[config.mk]
export PLATFORM = sky130hd
export DESIGN_NAME = bp_mem_trace_replay
export DESIGN_NICKNAME = d
export VERILOG_FILES = /design/src/rtl/bp_me_trace_pkg.sv /design/src/rtl/bp_mem_trace_replay_cmp.sv /design/src/rtl/bp_mem_trace_replay.sv
export SDC_FILE = /design/constraint.sdc
export NUM_CORES = 2
export LEC_CHECK = 0
export CAP_MARGIN = 30
export CORE_AREA = 2 2 665 667
export CTS_CLUSTER_SIZE = 28
export DETAILED_ROUTE_END_ITERATION = 8
export DIE_AREA = 0 0 667 669
export HOLD_SLACK_MARGIN = 0.12
export RECOVER_POWER = 50
export SETUP_SLACK_MARGIN = 0.3
export SYNTH_ARGS = -nofsm -noshare
export SYNTH_HDL_FRONTEND = slang
export SYNTH_SLANG_ARGS = --single-unit
[constraint.sdc]
create_clock -name clk_i -period 3.8 [get_ports clk_i]
set_input_delay 1.14 -clock clk_i [delete_from_list [all_inputs] [get_ports clk_i]]
set_output_delay 1.14 -clock clk_i [all_outputs]
set_load 0.02 [all_outputs]
[src/rtl/bp_me_trace_pkg.sv]
// Trace replay shared definitions.
//   - BP_ME_TRACE_ENTRY_S(paddr_w, data_w): macro declaring the packed trace
//     entry {op, msg_type, size, addr, data} inside a parameterized module.
//   - bp_me_trace_op_e: trace opcodes.
//   - bp_me_trace_state_e: replay FSM states.
//   - e_msg_*: memory message type codes; msg_has_data() flags read types
//     whose response data is checked.
`ifndef BP_ME_TRACE_PKG_SV
`define BP_ME_TRACE_PKG_SV

`define BP_ME_TRACE_ENTRY_S(paddr_w, data_w) \
    typedef struct packed { \
        logic [3:0]        op; \
        logic [2:0]        msg_type; \
        logic [2:0]        size; \
        logic [paddr_w-1:0] addr; \
        logic [data_w-1:0]  data; \
    } bp_me_trace_entry_s

package bp_me_trace_pkg;

    typedef enum logic [3:0] {
        e_op_send   = 4'd0,
        e_op_recv   = 4'd1,
        e_op_wait   = 4'd2,
        e_op_finish = 4'd3
    } bp_me_trace_op_e;

    typedef enum logic [2:0] {
        e_st_reset,
        e_st_decode,
        e_st_send,
        e_st_recv,
        e_st_wait,
        e_st_done
    } bp_me_trace_state_e;

    localparam logic [2:0] e_msg_rd    = 3'd0;
    localparam logic [2:0] e_msg_wr    = 3'd1;
    localparam logic [2:0] e_msg_uc_rd = 3'd2;
    localparam logic [2:0] e_msg_uc_wr = 3'd3;
    localparam logic [2:0] e_msg_wb    = 3'd4;

    // Only read responses carry data worth comparing.
    function automatic logic msg_has_data(input logic [2:0] msg_type);
        return (msg_type == e_msg_rd) || (msg_type == e_msg_uc_rd);
    endfunction

endpackage

`endif

[src/rtl/bp_mem_trace_replay_cmp.sv]
// Combinational response checker.
//   exp_i      : expected message {msg_type, size, addr, data}
//   act_i      : received message, same layout
//   mismatch_o : 1 when header differs, or data differs on a read type
module bp_mem_trace_replay_cmp
    import bp_me_trace_pkg::*;
#(
    parameter int paddr_width_p = 40,
    parameter int data_width_p  = 512
) (
    input  logic [6+paddr_width_p+data_width_p-1:0] exp_i,
    input  logic [6+paddr_width_p+data_width_p-1:0] act_i,
    output logic                                    mismatch_o
);
    localparam int msg_w_lp = 6 + paddr_width_p + data_width_p;

    logic hdr_mis, data_mis;

    always_comb begin
        hdr_mis    = exp_i[msg_w_lp-1:data_width_p] != act_i[msg_w_lp-1:data_width_p];
        data_mis   = exp_i[data_width_p-1:0] != act_i[data_width_p-1:0];
        mismatch_o = hdr_mis | (msg_has_data(exp_i[msg_w_lp-1 -: 3]) & data_mis);
    end

endmodule

[src/rtl/bp_mem_trace_replay.sv]
// Memory trace replayer: walks a trace ROM, issuing commands, checking
// responses and inserting delays until a FINISH entry.
//   clk_i, reset_n_i       : clock, async active-low reset
//   rom_addr_o/rom_data_i  : trace ROM index (pc) and combinational entry
//   mem_cmd_o/_v_o/_ready_i: outgoing command, valid/ready
//   mem_resp_i/_v_i/_yumi_o: incoming response, valid/yumi
//   done_o, error_o, error_count_o : status
// Optional: define BP_MEM_TRACE_REPLAY_TIMEOUT_EN to abort SEND/RECV stalls
// lasting timeout_p cycles.
module bp_mem_trace_replay
    import bp_me_trace_pkg::*;
#(
    parameter int paddr_width_p    = 40,
    parameter int data_width_p     = 512,
    parameter int rom_addr_width_p = 10,
    parameter int timeout_p        = 1024
) (
    input  logic                                     clk_i,
    input  logic                                     reset_n_i,
    output logic [rom_addr_width_p-1:0]              rom_addr_o,
    input  logic [10+paddr_width_p+data_width_p-1:0] rom_data_i,
    output logic [6+paddr_width_p+data_width_p-1:0]  mem_cmd_o,
    output logic                                     mem_cmd_v_o,
    input  logic                                     mem_cmd_ready_i,
    input  logic [6+paddr_width_p+data_width_p-1:0]  mem_resp_i,
    input  logic                                     mem_resp_v_i,
    output logic                                     mem_resp_yumi_o,
    output logic                                     done_o,
    output logic                                     error_o,
    output logic [15:0]                              error_count_o
);
    localparam int msg_w_lp = 6 + paddr_width_p + data_width_p;
    localparam logic [rom_addr_width_p-1:0] pc_max_lp = '1;

    `BP_ME_TRACE_ENTRY_S(paddr_width_p, data_width_p);

    bp_me_trace_entry_s          rom_entry;
    bp_me_trace_state_e          state_r;
    logic [rom_addr_width_p-1:0] pc_r;
    logic [msg_w_lp-1:0]         exp_r;
    logic                        cmd_v_r, done_r, error_r;
    logic [15:0]                 wait_cnt_r, err_cnt_r;
    logic                        mismatch;

`ifdef BP_MEM_TRACE_REPLAY_TIMEOUT_EN
    localparam int stall_w_lp = $clog2(timeout_p + 1);
    logic [stall_w_lp-1:0] stall_r;
    wire stall_expire = (stall_r == stall_w_lp'(timeout_p - 1));
`endif

    assign rom_entry       = rom_data_i;
    assign rom_addr_o      = pc_r;
    assign mem_cmd_o       = exp_r;
    assign mem_cmd_v_o     = cmd_v_r;
    // Consumption is only possible in RECV, where cmd_v_r is never set.
    assign mem_resp_yumi_o = (state_r == e_st_recv) & mem_resp_v_i;
    assign done_o          = done_r;
    assign error_o         = error_r;
    assign error_count_o   = err_cnt_r;

    bp_mem_trace_replay_cmp #(
        .paddr_width_p(paddr_width_p),
        .data_width_p (data_width_p)
    ) cmp (
        .exp_i     (exp_r),
        .act_i     (mem_resp_i),
        .mismatch_o(mismatch)
    );

    always_ff @(posedge clk_i or negedge reset_n_i) begin
        if (!reset_n_i) begin
            state_r    <= e_st_reset;
            pc_r       <= '0;
            exp_r      <= '0;
            cmd_v_r    <= 1'b0;
            wait_cnt_r <= '0;
            done_r     <= 1'b0;
            error_r    <= 1'b0;
            err_cnt_r  <= '0;
`ifdef BP_MEM_TRACE_REPLAY_TIMEOUT_EN
            stall_r    <= '0;
`endif
        end else begin
            case (state_r)
                e_st_reset: state_r <= e_st_decode;
                e_st_decode: begin
                    exp_r <= {rom_entry.msg_type, rom_entry.size, rom_entry.addr, rom_entry.data};
                    if (rom_entry.op == e_op_finish) begin
                        state_r <= e_st_done;
                        done_r  <= 1'b1;
                    end else if (pc_r == pc_max_lp) begin
                        // Ran off the end of the ROM without a FINISH.
                        state_r <= e_st_done;
                        done_r  <= 1'b1;
                        error_r <= 1'b1;
                    end else begin
                        case (rom_entry.op)
                            e_op_send: begin
                                state_r <= e_st_send;
                                cmd_v_r <= 1'b1;
`ifdef BP_MEM_TRACE_REPLAY_TIMEOUT_EN
                                stall_r <= '0;
`endif
                            end
                            e_op_recv: begin
                                state_r <= e_st_recv;
`ifdef BP_MEM_TRACE_REPLAY_TIMEOUT_EN
                                stall_r <= '0;
`endif
                            end
                            e_op_wait: begin
                                state_r    <= e_st_wait;
                                wait_cnt_r <= rom_entry.data[15:0];
                            end
                            default: begin
                                state_r <= e_st_done;
                                done_r  <= 1'b1;
                                error_r <= 1'b1;
                            end
                        endcase
                    end
                end
                e_st_send: begin
                    if (mem_cmd_ready_i) begin
                        cmd_v_r <= 1'b0;
                        pc_r    <= pc_r + 1'b1;
                        state_r <= e_st_decode;
                    end
`ifdef BP_MEM_TRACE_REPLAY_TIMEOUT_EN
                    else if (stall_expire) begin
                        cmd_v_r <= 1'b0;
                        error_r <= 1'b1;
                        done_r  <= 1'b1;
                        state_r <= e_st_done;
                    end else begin
                        stall_r <= stall_r + 1'b1;
                    end
`endif
                end
                e_st_recv: begin
                    if (mem_resp_v_i) begin
                        if (mismatch) begin
                            error_r <= 1'b1;
                            if (err_cnt_r != 16'hFFFF) err_cnt_r <= err_cnt_r + 16'd1;
                        end
                        pc_r    <= pc_r + 1'b1;
                        state_r <= e_st_decode;
                    end
`ifdef BP_MEM_TRACE_REPLAY_TIMEOUT_EN
                    else if (stall_expire) begin
                        error_r <= 1'b1;
                        done_r  <= 1'b1;
                        state_r <= e_st_done;
                    end else begin
                        stall_r <= stall_r + 1'b1;
                    end
`endif
                end
                e_st_wait: begin
                    // Loaded count N: N decrements plus the exit cycle.
                    if (wait_cnt_r == 16'd0) begin
                        pc_r    <= pc_r + 1'b1;
                        state_r <= e_st_decode;
                    end else begin
                        wait_cnt_r <= wait_cnt_r - 16'd1;
                    end
                end
                e_st_done: ;
                default: state_r <= e_st_reset;
            endcase
        end
    end

endmodule

==> flow_summary.toml <==
[hold_path]
hold_depth = 1
min_to = "rom_addr_o[7]$_DFFE_PN0P_"
hold_path_class = "flop to flop"
hp-start = "rom_addr_o[7]$_DFFE_PN0P_"

[synthesis]
synth_nets = 4518
synth_edf_count = 0
yosys.area.top_type_share = 0.5155
yosysTopAreaCell = "dfrtp_1"
ys_seq_area_frac = 0.5155
yosys.cell_types.count = 48
netlist_area_um2 = 29410
ys_ff_latch = 606
yosysWarningCount = 0
yosys-top-cells-area = "dfrtp_1 52%, nand2_1 22%, xor2_1 16%"
synth-async-reset-ratio = 1.000
syn_avg_cell_area_um2 = 8.674
ys.flop_type = "dfrtp_1"
postSynthCellCount = 3391

[floorplan]
ios = 1712
dieArea_um2 = 446200
die_x_um = 667
rows = 244
fp.dieH_um = 669
initial_core_util = 0.06691
core_um2 = 439600

[outcome]
violations = "max-capacitance violations, max-slew violations, negative setup slack"
status = "complete, but fails checks"

[routing]
first_iter_violations = 3335
first_pass_iters = 7
drc = 0
routed_wl_um = 417100
routedWlPerCell_um = 36.69
drtAntennaViolNets = 0
num_vias = 36222
vias_per_cell = 3.186

[placed_design]
gp_congestion = 0.9563
post_dp_cell_area_um2 = 55400
port_buffers = 1711
dp_hpwl_um = 378100

[critical_path]
crit_type = "input port to flop"
critPathSlowestCell = "clkdlybuf4s50_1"
timing.rr.end = "error_count_o[5]$_DFFE_PN0P_"
critPathMaxFanout = 6
arrival_ns = 4.62
cp-end-kind = "flop"
crit_chain = "clkdlybuf4s50_1, xor2_1, nor4_1, buf_2, buf_4, nand4_1, nor4_4, buf_12, nand4_1, buf_6, nor3_4, buf_6, buf_6, nor3_1, xor2_1"
setup.worst_path.start = "mem_resp_i[161]"
worstSetupStartpointType = "input port"
crit_top_cell = "buf_6"
r2r_slack_ns = 0.15
reg2regPathDepth = 14
required_ns = 4.49
r2r_start = "mem_cmd_o[406]$_DFFE_PN0P_"
crit_path_max_incr_delay_ns = 0.55

[layout]
finalInstanceArea_um2 = 59380
layout.nets = 6425
drive_gt1_frac = 0.08999
final_common_cell = "nand2_1"
final_cell_mix = "1701 x nand2_1, 1633 x clkdlybuf4s50_1, 600 x dfrtp_1, 519 x xor2_1, 202 x buf_4"
area_growth_pct = 101.9
fillers = 50142

[power_and_ir_drop]
share_seq_of_total_power = 0.290
power.clock.fraction = 0.191
max-vdd-ir-drop_v = 0.0003937
switchingPower_w = 0.02437
swShare = 0.4941
p_int_w = 0.02495
leakage_nw = 24.96
power_density_nw_per_um2 = 830.7
combPwrFrac = 0.519

[timing]
setup_slack_ns = -0.1285
fmax_mhz = 254.6
worst_slew_pin_slew_ns = 2.199
finalHoldViolations = 0
finClkSkew_ns = 0.04276
min_period_over_period = 1.034
layout_min_cycle_time_ns = 3.928
relSlewSlack = -0.4659
tns_ns = -1.335
finalSetupViolCount = 13
holdWs_ns = 0.5027
rsz0062_at_grt = "true"
slew_violations = 67

[grt]
grt_pass1_wl_um = 487300
grt_pass1_vias = 33459
grt_start_max_net_pins = 165
grt_usage = 0.1792
antenna_found_initial = 563
grt_overflow = 0

[cts]
root_buffer = "clkbuf_16"
ctsLongestPathBuffers = 4
cts_tree = "yes"
clkSlewWorstSetupHoldPaths_ns = 0.06
cts_num_sinks = 606
htree_levels = 3
cts_buffers = 95
clock_insertion_delay_worst_skew_ns = 0.83

[run]
cap_violations = 2
[critical path: cells and delay by family]
kind / cells / cell delay (ns)
xor+xnor: 2 / 0.37
buf+inv: 7 / 1.57
simple gates: 6 / 1.52
[worst max path at each step]
stage / end / cells past startpoint / slack, ns
2_1_floorplan: error_count_o[10]$_DFFE_PN0P_ / 9 / 0.69
3_3_place_gp: error_count_o[8]$_DFFE_PN0P_ / 13 / -2.65
3_5_place_dp: error_count_o[8]$_DFFE_PN0P_ / 13 / -1.97
4_1_cts: error_count_o[5]$_DFFE_PN0P_ / 12 / -0.07
5_1_grt: error_count_o[5]$_DFFE_PN0P_ / 12 / -0.17
6_report: error_count_o[5]$_DFFE_PN0P_ / 15 / -0.13
[per-layer routing]
| metal | vias up | GRT usage | wire [µm] | part of all wire |
|---|---|---|---|---|
| met5 | - | 0.002685 | 2385 | 0.0057 |
| met3 | 1273 | 0.1154 | 62340 | 0.15 |
| met2 | 2812 | 0.2903 | 190600 | 0.46 |
| li1 | 14820 | - | - | - |
| met1 | 16977 | 0.1779 | 137600 | 0.33 |
| met4 | 340 | 0.08626 | 24230 | 0.058 |
[cell type report]
class / count / area (µm²) / area share
Antenna cell: 221 / 553.0 / 0.009313
Clock buffer: 121 / 2626 / 0.04423
Clock inverter: 45 / 541.8 / 0.009124
Inverter: 9 / 33.78 / 0.0005689
Multi-Input combinational cell: 2640 / 14240 / 0.2399
Sequential cell: 606 / 15170 / 0.2555
Tap cell: 5781 / 7233 / 0.1218
Timing Repair Buffer: 1946 / 18980 / 0.3196
[registers in the layout, indices dropped and copies added (netlist names)]
| name | flops |
|---|---|
| wait_cnt_r | 16 |
| done_o | 1 |
| mem_cmd_o | 558 |
| state_r | 3 |
| mem_cmd_v_o | 1 |
| rom_addr_o | 10 |
| error_count_o | 16 |
| error_o | 1 |
[cells in the mapped netlist (all sizes together), types with 2 or more instances]
| master | instances |
|---|---|
| nand2 | 1702 |
| dfrtp | 606 |
| xor2 | 537 |
| nor4 | 145 |
| clkbuf | 122 |
| nand4 | 48 |
| xnor2 | 44 |
| a21oi | 22 |
| nor2 | 22 |
| nor3 | 20 |
| o21ai | 20 |
| nand3 | 17 |
| buf | 14 |
| inv | 9 |
| and3 | 8 |
| o22ai | 5 |
| nand2b | 4 |
| a22oi | 3 |
| a2bb2oi | 3 |
| ha | 3 |
| mux2 | 3 |
| nor2b | 3 |
| or3 | 3 |
| a21o | 2 |
| a31oi | 2 |
| and2 | 2 |
| nor3b | 2 |
| o211ai | 2 |
| o22a | 2 |
| o2bb2ai | 2 |
| o31ai | 2 |
| or2 | 2 |
| or4 | 2 |
[through the flow]
stage          setup slack, ns  power [W]  instances    util
2_1_floorplan           0.6889    0.02248       3391       -
3_3_place_gp            -2.651    0.04017      10974  0.1260
3_5_place_dp            -1.969    0.04022      10979  0.1260
4_1_cts               -0.06528    0.05026      11146  0.1341
5_1_grt                -0.1686    0.05172      11282  0.1346
6_report               -0.1285    0.04932      11369  0.1351
[power by group through the flow]
| stage | registers, W | logic (W) | clock network [W] |
|---|---|---|---|
| 3_3_place_gp | 0.0143 | 0.0258 | 0 |
| 2_1_floorplan | 0.0157 | 0.00679 | 0 |
| 6_report | 0.0143 | 0.0256 | 0.00942 |
| 4_1_cts | 0.0144 | 0.0261 | 0.00978 |
| 3_5_place_dp | 0.0144 | 0.0259 | 0 |
| 5_1_grt | 0.0146 | 0.0272 | 0.00993 |
[logic make-up after synthesis]
group / synth area share
AND/OR/NAND/NOR: 0.2755
adder cells (fa/ha/maj): 0.001276
XOR/XNOR: 0.1730
AO/OA/AOI/OAI: 0.01459
multiplexers: 0.001489
flip-flops: 0.5155
buffers and inverters: 0.01859
[what timing repair did]
item / in CTS / in global routing
endpoints found under the setup margin: 44 / 19
cloned: 0 / 0
pin swaps: 32 / 7
hold buffers: 0 / 0
setup buffers: 1 / 1
resized for setup: 130 / 9
Power figures use the tool's default switching activity.
